File: src/rtl/acr_packet_generator.sv
// acr_packet_generator
//   HDMI Audio Clock Regeneration packet source. N comes from a table
//   indexed by the sample-rate code. CTS is the number of clk_pixel cycles
//   spanned by N/128 rising edges of clk_audio. It can be averaged over
//   2^AVG_LOG2 back-to-back windows. The packet is offered with a
//   valid/ready handshake, and a newer packet replaces one not yet taken.
//
//   Optional build macro: ACR_CTS_OVERRIDE_EN adds cts_override_en and
//   cts_override. When cts_override_en is high, every packet carries
//   cts_override in place of the measured CTS.
//
// Ports
//   clk_pixel       in   pixel clock, the only clock
//   reset_n         in   async active-low reset
//   clk_audio       in   asynchronous audio clock at fs (edges counted)
//   fs_sel[2:0]     in   sample-rate code (7 = reserved, treated as 48k)
//   packet_valid    out  ACR packet pending
//   packet_ready    in   scheduler accepts when valid && ready
//   header[23:0]    out  constant ACR packet header
//   sub[223:0]      out  four identical 56-bit subpackets, sub i at [56*i +: 56]
//   cts_overflow    out  sticky, CTS counter saturated
//   measuring       out  measurement window open
//   cts_override_en in   (ACR_CTS_OVERRIDE_EN only) use cts_override
//   cts_override    in   (ACR_CTS_OVERRIDE_EN only) 20-bit CTS value
module acr_packet_generator #(
  parameter int CTS_WIDTH   = 20,
  parameter int AVG_LOG2    = 0,
  parameter int SYNC_STAGES = 2
) (
  input  logic         clk_pixel,
  input  logic         reset_n,
  input  logic         clk_audio,
  input  logic [2:0]   fs_sel,
  output logic         packet_valid,
  input  logic         packet_ready,
  output logic [23:0]  header,
  output logic [223:0] sub,
  output logic         cts_overflow,
  output logic         measuring
`ifdef ACR_CTS_OVERRIDE_EN
  ,
  input  logic         cts_override_en,
  input  logic [19:0]  cts_override
`endif
);

  // state   | meaning
  // IDLE    | waiting for the first audio edge at the current rate
  // MEASURE | window open, counting pixel cycles and audio edges
  localparam logic [0:0] ST_IDLE    = 1'b0;
  localparam logic [0:0] ST_MEASURE = 1'b1;

  localparam int ACC_W = CTS_WIDTH + 3;
  localparam logic [CTS_WIDTH-1:0] CTS_MAX = {CTS_WIDTH{1'b1}};
  localparam logic [2:0] WIN_LAST = 3'((1 << AVG_LOG2) - 1);

  function automatic logic [19:0] n_lookup(input logic [2:0] sel);
    logic [19:0] n;
    case (sel)
      3'd0:    n = 20'd4096;
      3'd1:    n = 20'd6272;
      3'd3:    n = 20'd12544;
      3'd4:    n = 20'd12288;
      3'd5:    n = 20'd25088;
      3'd6:    n = 20'd24576;
      default: n = 20'd6144;
    endcase
    return n;
  endfunction

  logic [SYNC_STAGES-1:0] aud_sync;
  logic                   aud_prev;
  logic                   aud_edge;

  logic [0:0]             state;
  logic [19:0]            n_active;
  logic [CTS_WIDTH-1:0]   cts_cnt;
  logic [7:0]             edge_cnt;
  logic [2:0]             win_cnt;
  logic [ACC_W-1:0]       acc;

  logic [19:0]            n_sel;
  logic [7:0]             e_active;
  logic                   rate_change;
  logic                   window_end;
  logic                   publish;
  logic [CTS_WIDTH-1:0]   measured;
  logic [ACC_W-1:0]       acc_sum;
  logic [CTS_WIDTH-1:0]   cts_avg;
  logic [19:0]            cts_pub;
  logic [55:0]            sub_word;

  // clk_audio synchroniser plus one flop for rising-edge detection
  always_ff @(posedge clk_pixel or negedge reset_n) begin
    if (!reset_n) begin
      aud_sync <= '0;
      aud_prev <= 1'b0;
    end else begin
      aud_sync <= {aud_sync[SYNC_STAGES-2:0], clk_audio};
      aud_prev <= aud_sync[SYNC_STAGES-1];
    end
  end

  assign aud_edge = aud_sync[SYNC_STAGES-1] & ~aud_prev;

  assign n_sel       = n_lookup(fs_sel);
  assign e_active    = n_active[14:7];
  assign rate_change = (state == ST_MEASURE) && (n_sel != n_active);
  assign window_end  = (state == ST_MEASURE) && !rate_change && aud_edge &&
                       ((edge_cnt + 8'd1) == e_active);
  assign publish     = window_end && (win_cnt == WIN_LAST);

  // The ending edge cycle itself belongs to the window, hence +1; a
  // saturated counter is reported as-is rather than wrapping.
  assign measured = (cts_cnt == CTS_MAX) ? CTS_MAX : cts_cnt + 1'b1;
  assign acc_sum  = acc + ACC_W'(measured);
  assign cts_avg  = CTS_WIDTH'(acc_sum >> AVG_LOG2);

`ifdef ACR_CTS_OVERRIDE_EN
  assign cts_pub = cts_override_en ? cts_override : 20'(cts_avg);
`else
  assign cts_pub = 20'(cts_avg);
`endif

  assign sub_word = {n_active[7:0], n_active[15:8], 4'd0, n_active[19:16],
                     cts_pub[7:0], cts_pub[15:8], 4'd0, cts_pub[19:16], 8'd0};

  always_ff @(posedge clk_pixel or negedge reset_n) begin
    if (!reset_n) begin
      state    <= ST_IDLE;
      n_active <= '0;
      cts_cnt  <= '0;
      edge_cnt <= '0;
      win_cnt  <= '0;
      acc      <= '0;
    end else begin
      case (state)
        ST_IDLE: begin
          if (aud_edge) begin
            state    <= ST_MEASURE;
            n_active <= n_sel;
            cts_cnt  <= '0;
            edge_cnt <= '0;
            win_cnt  <= '0;
            acc      <= '0;
          end
        end
        default: begin
          if (rate_change) begin
            state    <= ST_IDLE;
            cts_cnt  <= '0;
            edge_cnt <= '0;
            win_cnt  <= '0;
            acc      <= '0;
          end else if (window_end) begin
            // next window starts in this same cycle, so no cycle is lost
            cts_cnt  <= '0;
            edge_cnt <= '0;
            if (win_cnt == WIN_LAST) begin
              win_cnt <= '0;
              acc     <= '0;
            end else begin
              win_cnt <= win_cnt + 3'd1;
              acc     <= acc_sum;
            end
          end else begin
            if (cts_cnt != CTS_MAX) cts_cnt <= cts_cnt + 1'b1;
            if (aud_edge) edge_cnt <= edge_cnt + 8'd1;
          end
        end
      endcase
    end
  end

  always_ff @(posedge clk_pixel or negedge reset_n) begin
    if (!reset_n) begin
      cts_overflow <= 1'b0;
    end else if ((state == ST_MEASURE) && (cts_cnt == CTS_MAX)) begin
      cts_overflow <= 1'b1;
    end
  end

  // publish has priority over accept: a new packet in the accept cycle stays pending
  always_ff @(posedge clk_pixel or negedge reset_n) begin
    if (!reset_n) begin
      packet_valid <= 1'b0;
      sub          <= '0;
    end else if (publish) begin
      packet_valid <= 1'b1;
      sub          <= {4{sub_word}};
    end else if (packet_ready) begin
      packet_valid <= 1'b0;
    end
  end

  assign header    = 24'h000001;
  assign measuring = (state == ST_MEASURE);

endmodule

File: config.mk
export PLATFORM = sky130hd
export DESIGN_NAME = acr_packet_generator
export DESIGN_NICKNAME = d
export VERILOG_FILES = /design/src/rtl/acr_packet_generator.sv
export SDC_FILE = /design/constraint.sdc
export NUM_CORES = 1
export LEC_CHECK = 0
export BUFFER_PORTS_ARGS = -buffer_cell sky130_fd_sc_hd__buf_2
export CORE_UTILIZATION = 47
export CTS_BUF_LIST = sky130_fd_sc_hd__clkbuf_2 sky130_fd_sc_hd__clkbuf_4 sky130_fd_sc_hd__clkbuf_8
export DETAILED_ROUTE_END_ITERATION = 10
export GPL_TIMING_DRIVEN = 0
export MAX_ROUTING_LAYER = met4
export PLACE_DENSITY = 0.88
export SLEW_MARGIN = 5
export SYNTH_ARGS = -nofsm -noshare
export SYNTH_HDL_FRONTEND = slang
export SYNTH_SLANG_ARGS = --single-unit
File: constraint.sdc
create_clock -name clk_pixel -period 4.13 [get_ports clk_pixel]
set_clock_uncertainty 0.1 [all_clocks]
set_input_delay 0.413 -clock clk_pixel [delete_from_list [all_inputs] [get_ports clk_pixel]]
set_output_delay 0.413 -clock clk_pixel [all_outputs]
set_load 0.05 [all_outputs]
Word level (Yosys, flattened, before mapping)
Index checks and enable logic that the tools add are counted.
W data, S select, Z words.
{"block": "classes", "n_addsub": 4, "n_eq_ne": 11, "reduce_logical": 16, "bitwise_logic": 3, "muxes": 27}
{"operator": "$mux W20", "count": 6}
{"operator": "$mux W23", "count": 5}
{"operator": "$pmux W15 S6", "count": 1}
{"operator": "$mux W8", "count": 5}
{"operator": "$add A23 B20 Y23", "count": 1}
{"operator": "$add A20 B1 Y20 const B", "count": 1}
{"operator": "$eq A20 B20 Y1 const B", "count": 1}
{"operator": "$ne A20 B20 Y1", "count": 1}
{"operator": "$ne A20 B20 Y1 const B", "count": 1}
{"operator": "$mux W3", "count": 5}
{"operator": "$eq A3 B3 Y1 const B", "count": 3}
{"operator": "$add A8 B1 Y8 const B", "count": 1}
{"operator": "$eq A8 B8 Y1", "count": 1}
{"operator": "$reduce_and A2 Y1", "count": 4}
{"operator": "$logic_and A1 B1 Y1", "count": 6}
{"operator": "$logic_not A3 Y1", "count": 2}
{"operator": "$mux W1", "count": 5}
{"operator": "$ne A4 B1 Y1 const B", "count": 1}
{"operator": "$reduce_bool A2 Y1", "count": 2}
{"operator": "$add A3 B1 Y3 const B", "count": 1}
{"operator": "$eq A3 B1 Y1 const B", "count": 1}
{"operator": "$eq A3 B2 Y1 const B", "count": 1}
{"operator": "$ne A3 B1 Y1 const B", "count": 1}
{"operator": "$reduce_bool A3 Y1", "count": 1}
{"operator": "3 further kinds", "count": 4}
{"block": "word_totals", "elab_cells": 72, "register_bits": 240, "in_bits": 7}

Logic depth before layout (Yosys ltp)
{"block": "logic_depth", "depth_word": 11, "mapped_depth": 16, "mapped_depth_nobuf": 14}

Worst setup path after synthesis
No wires, ideal clock.
{"block": "synth_path", "path_kind": "register to register", "startpoint": "reg cts_cnt[0]", "endpoint": "reg sub[178]", "t_required_ns": 3.905, "arrival_time_ns": 3.987, "setup_time_ns": 0.125, "setup_slack_ns": -0.082, "stages_incl_launch_ff": 17, "n_path_buf": 3, "cell_sequence": "dfrtp_1 -> ha_1 -> buf_1 -> nand4_1 -> nor3_1 -> nand4_1 -> clkbuf_1 -> clkbuf_1 -> nand2_1 -> ha_1 -> and2_1 -> a221o_1 -> o21ai_0 -> a21oi_1 -> a41oi_1 -> xnor2_1 -> mux2_2"}
{"block": "synth_between", "elab_chain_cells": 3, "elab_cells_between_ends": 4, "classes_between": "add/sub: 2; eq/ne: 1; mux: 1"}
{"element": "start, declared", "line": "77", "source": "logic [CTS_WIDTH-1:0] cts_cnt;"}
{"element": "start signal, assigned", "line": "167", "source": "if (cts_cnt != CTS_MAX) cts_cnt <= cts_cnt + 1'b1;"}
{"element": "$add A20 B1 Y20 / $eq A20 B20 Y1 (equally long branches)", "line": "115", "source": "assign measured = (cts_cnt == CTS_MAX) ? CTS_MAX : cts_cnt + 1'b1;"}
{"element": "$mux W20 (*)", "line": "115"}
{"element": "$add A23 B20 Y23 (*)", "line": "116", "source": "assign acc_sum = acc + ACC_W'(measured);"}
{"element": "end signal, assigned", "line": "190", "source": "sub <= {4{sub_word}};"}
{"element": "end, declared", "line": "37", "source": "output logic [223:0] sub,"}
Mark *: on every way between the ends. The rest lies on a longest branch, timed or not.
A chain may end at the register's enable or synchronous reset.

Worst setup path in the final report
{"block": "layout_path", "startpoint": "reg cts_cnt[0]", "endpoint": "reg acc[16]"}
{"block": "layout_between", "elab_chain_cells": 7, "elab_cells_between_ends": 8, "classes_between": "add/sub: 2; eq/ne: 1; mux: 5"}
{"element": "$add A20 B1 Y20 / $eq A20 B20 Y1 (equally long branches)", "line": "115"}
{"element": "$mux W20 (*)", "line": "115"}
{"element": "$add A23 B20 Y23 (*)", "line": "116"}
{"element": "$mux W23 (*)", "line": "159", "source": "if (win_cnt == WIN_LAST) begin"}
{"element": "$mux W23 (*)", "line": "155", "source": "end else if (window_end) begin"}
{"element": "$mux W23 (*)", "line": "149", "source": "if (rate_change) begin"}
{"element": "$mux W23 (*)", "line": "137", "source": "case (state)"}
{"element": "end signal, assigned", "line": "164", "source": "acc <= acc_sum;"}
{"element": "end, declared", "line": "80", "source": "logic [ACC_W-1:0] acc;"}
Mark *: on every way between the ends. The rest lies on a longest branch, timed or not. The select of a mux whose other input is x is not followed.

==> impl_results.md <==
* Top FF cell, synth: dfrtp_1
* Int Power at 1.34 mW
* Initial Util at 48.2%
* Clock Tree Root: clkbuf_8
* Final setup fails at 0
* #FFs+latches synth at 91
* DRC errors left at 0
* EDFF count, synth at 0
* Final antenna-violating net count at 0
* Min-delay worst type: in -> reg
* Clk pwr share at 29.7%
* ANT cells at 0
* Clock transition at path regs at 0.09 ns
* Num CTS Buffers at 9
* Post-Syn Area at 7010 sq um
* Max transition margin at 48.6%
* Wire length per cell at 12.4 microns
* Area leader, netlist: dfrtp_1
* Core ar. at 14500 sq um
* Data arrival, critical path at 3.99 ns
* Drt pass-1 iters at 5
* F_max at 259 MHz
* CTS tree: built
* Die W at 124 microns
* Setup tns final at 0 ns
* Lkg Pwr at 5.00 nW
* Gr usage total at 20.2%
* Sequential area share after synthesis at 32.5%
* DR vias/cell at 4.75
* H-tree depth at 3
* Largest net degree at the start of global routing at 54
* Input/output buffers at 115
* Most common cell in the netlist: buf_4
* Area grow syn2layout at 23.6%
* Switching share of total power at 35.7%
* Worst-Margin Slew at 0.768 ns
* Vias in the first global route at 5076
* Async set or reset register ratio after synthesis at 100%
* Setup crit end kind: flop
* Reg area at 2280 sq um
* Clock Path Buffers at 2
* Synth cell count leaders: buf_4, dfrtp_1, nand2_1
* Antenna violations before repair at 0
* Tcrit/Tclk final at 93.3%
* Area share of the largest cell type after synthesis at 32.5%
* Die height at 124 microns
* Post-Syn Instances at 797
* Final net count at 1098
* Peak VDD IR at 0.141 mV
* Grt total ovfl at 0
* Register share of total power at 44.0%
* Fill cells at 1227
* Dpl hpwl at 11900 microns
* Share of cells above drive strength 1 at 36.8%
* Area of the multi-input gates at 3440 sq um
* Yosys warnings at 0
* Total number of vias at 5966
* Top cells by area, synth: dfrtp_1, buf_4, ha_1
* Combinational share of power at 26.4%
* Cell Rows at 44
* CTS Sinks at 91
* Status: completed
* Syn_area_per_cell at 8.80 sq um
* Pwr Total at 2.09 mW
* Final wirelength at 15600 microns
* Slew Limit Fails at 0
* WS Path Type: reg -> reg
* Worst Path Max Fanout at 10
* First-pass GRT wire length at 23800 microns
* Hold Vio Cnt, Final at 0
* Required time worst endpoint at 4.27 ns
* Die area at 15400 sq um
* Clk_lat worst skew at 0.37 ns
* Max cap viols at 0
* Crit start category: flop
* Pwr Density at 241 nW/um^2
* Minimum clock period at 3.85 ns
* Number of DRC markers in iteration 0 at 391
* Hold slack at 0.0434 ns
* GP Congestion at 0.928
* Synth cell types at 65
* I/O pin count at 258
* P_sw at 748 uW
==> per-stage QoR <==
stage | cells | instance area (sq um) | util (%) | setup slack (ns)
6_report | 1256 | 8660 | 59.6 | 0.276
3_5_place_dp | 1235 | 8370 | 57.6 | -0.720
5_1_grt | 1256 | 8660 | 59.6 | -0.0738
4_1_cts | 1253 | 8610 | 59.2 | 0.0371
2_1_floorplan | 935 | 7530 | - | 0.117
3_3_place_gp | 1234 | 8340 | 57.4 | -0.691
==> cells in the final DEF (no fill, tap or decap), types with 5 or more instances in the layout <==
cell | Yosys | routed
buf_4 | 222 | 229
conb_1 | 2 | 140
buf_2 | 11 | 125
dfrtp_1 | 91 | 91
nand2_1 | 64 | 64
a21oi_1 | 48 | 48
o21ai_0 | 41 | 39
nor2_1 | 31 | 31
nand3_1 | 24 | 24
ha_1 | 23 | 22
xor2_1 | 21 | 21
xnor2_1 | 20 | 20
o2bb2ai_1 | 17 | 17
inv_1 | 16 | 16
clkbuf_1 | 18 | 15
and3_1 | 11 | 11
nand2b_1 | 11 | 11
nand4_1 | 10 | 10
clkbuf_8 | 0 | 10
a31oi_1 | 8 | 8
mux2_2 | 8 | 8
a21o_1 | 7 | 7
and2_1 | 6 | 6
o21a_1 | 5 | 5
a211o_1 | 5 | 5
==> sequential cells by signal, summed over array words and instances, names as in the netlist <==
| signal | cells |
|---|---|
| aud_prev | 1 |
| aud_sync | 2 |
| cts_overflow | 1 |
| edge_cnt | 8 |
| packet_valid | 1 |
| win_cnt | 3 |
| acc | 20 |
| cts_cnt | 20 |
| n_active | 7 |
| sub | 27 |
| measuring | 1 |
==> power by group through the flow <==
stage | registers [mW] | clock network (mW) | logic [mW]
2_1_floorplan | 0.935 | 0 | 0.487
3_3_place_gp | 0.936 | 0 | 0.534
6_report | 0.920 | 0.620 | 0.551
4_1_cts | 0.919 | 0.626 | 0.544
3_5_place_dp | 0.937 | 0 | 0.543
5_1_grt | 0.922 | 0.668 | 0.589
==> layer usage <==
metal	track usage (%)	part of all wire, %
met5	-	0
met2	35.2	52
met3	3.16	6.6
met4	7.14	2.0
met1	23.5	40
==> area by class of cell <==
class | count | share of cell area [%]
Inverter | 16 | 0.693
Timing Repair Buffer | 123 | 7.63
Sequential cell | 91 | 26.3
Clock inverter | 6 | 0.737
Clock buffer | 10 | 1.59
Buffer | 251 | 20.7
Tap cell | 184 | 2.66
Multi-Input combinational cell | 575 | 39.7
==> kinds of logic (layout without fill, tap and decap cells) <==
| family | count (synthesis) | count (layout) | share of synthesized area, % |
|---|---|---|---|
| mux | 10 | 10 | 1.57 |
| other cells | 2 | 140 | 0.107 |
| xor+xnor | 41 | 41 | 5.12 |
| flops | 91 | 91 | 32.5 |
| fa+ha+maj | 24 | 24 | 4.39 |
| simple gates | 188 | 188 | 13.5 |
| compound gates | 172 | 172 | 16.3 |
| buf+inv | 269 | 406 | 26.5 |
==> worst max-delay path, stage by stage, from the launching register on <==
cell and delay, ns:
dfrtp_1 0.43, ha_2 0.29, nand4_1 0.21, nor3_4 0.22
nand4_1 0.14, clkbuf_2 0.22, clkbuf_2 0.22, nand2_1 0.10
ha_1 0.27, and2_1 0.17, a221o_1 0.35, o21ai_2 0.21
a21oi_1 0.17, a221oi_2 0.30, xor2_1 0.23, o2bb2ai_1 0.09
==> repair_timing <==
| action | in CTS | in global routing |
|---|---|---|
| hold buffers | 1 | 0 |
| buffers inserted | 2 | 4 |
| endpoints found under the hold margin | 38 | 0 |
| resized for setup | 5 | 7 |
| setup endpoints to repair | 28 | 18 |
| pin swaps | 2 | 2 |
==> worst paths after layout <==
kind	from	endpoint	slack (ns)	cells past startpoint
min in group asynchronous	reset_n	edge_cnt[6]	0.47	2
hold / removal	clk_audio	aud_sync[0]	0.04	1
setup / recovery	cts_cnt[0]	acc[16]	0.28	15
setup reg to reg	cts_cnt[0]	acc[16]	0.28	15
max in group asynchronous	reset_n	acc[9]	2.84	3
hold reg to reg	aud_sync[0]	aud_sync[1]	0.27	0
(Power assumes the default switching activity.)
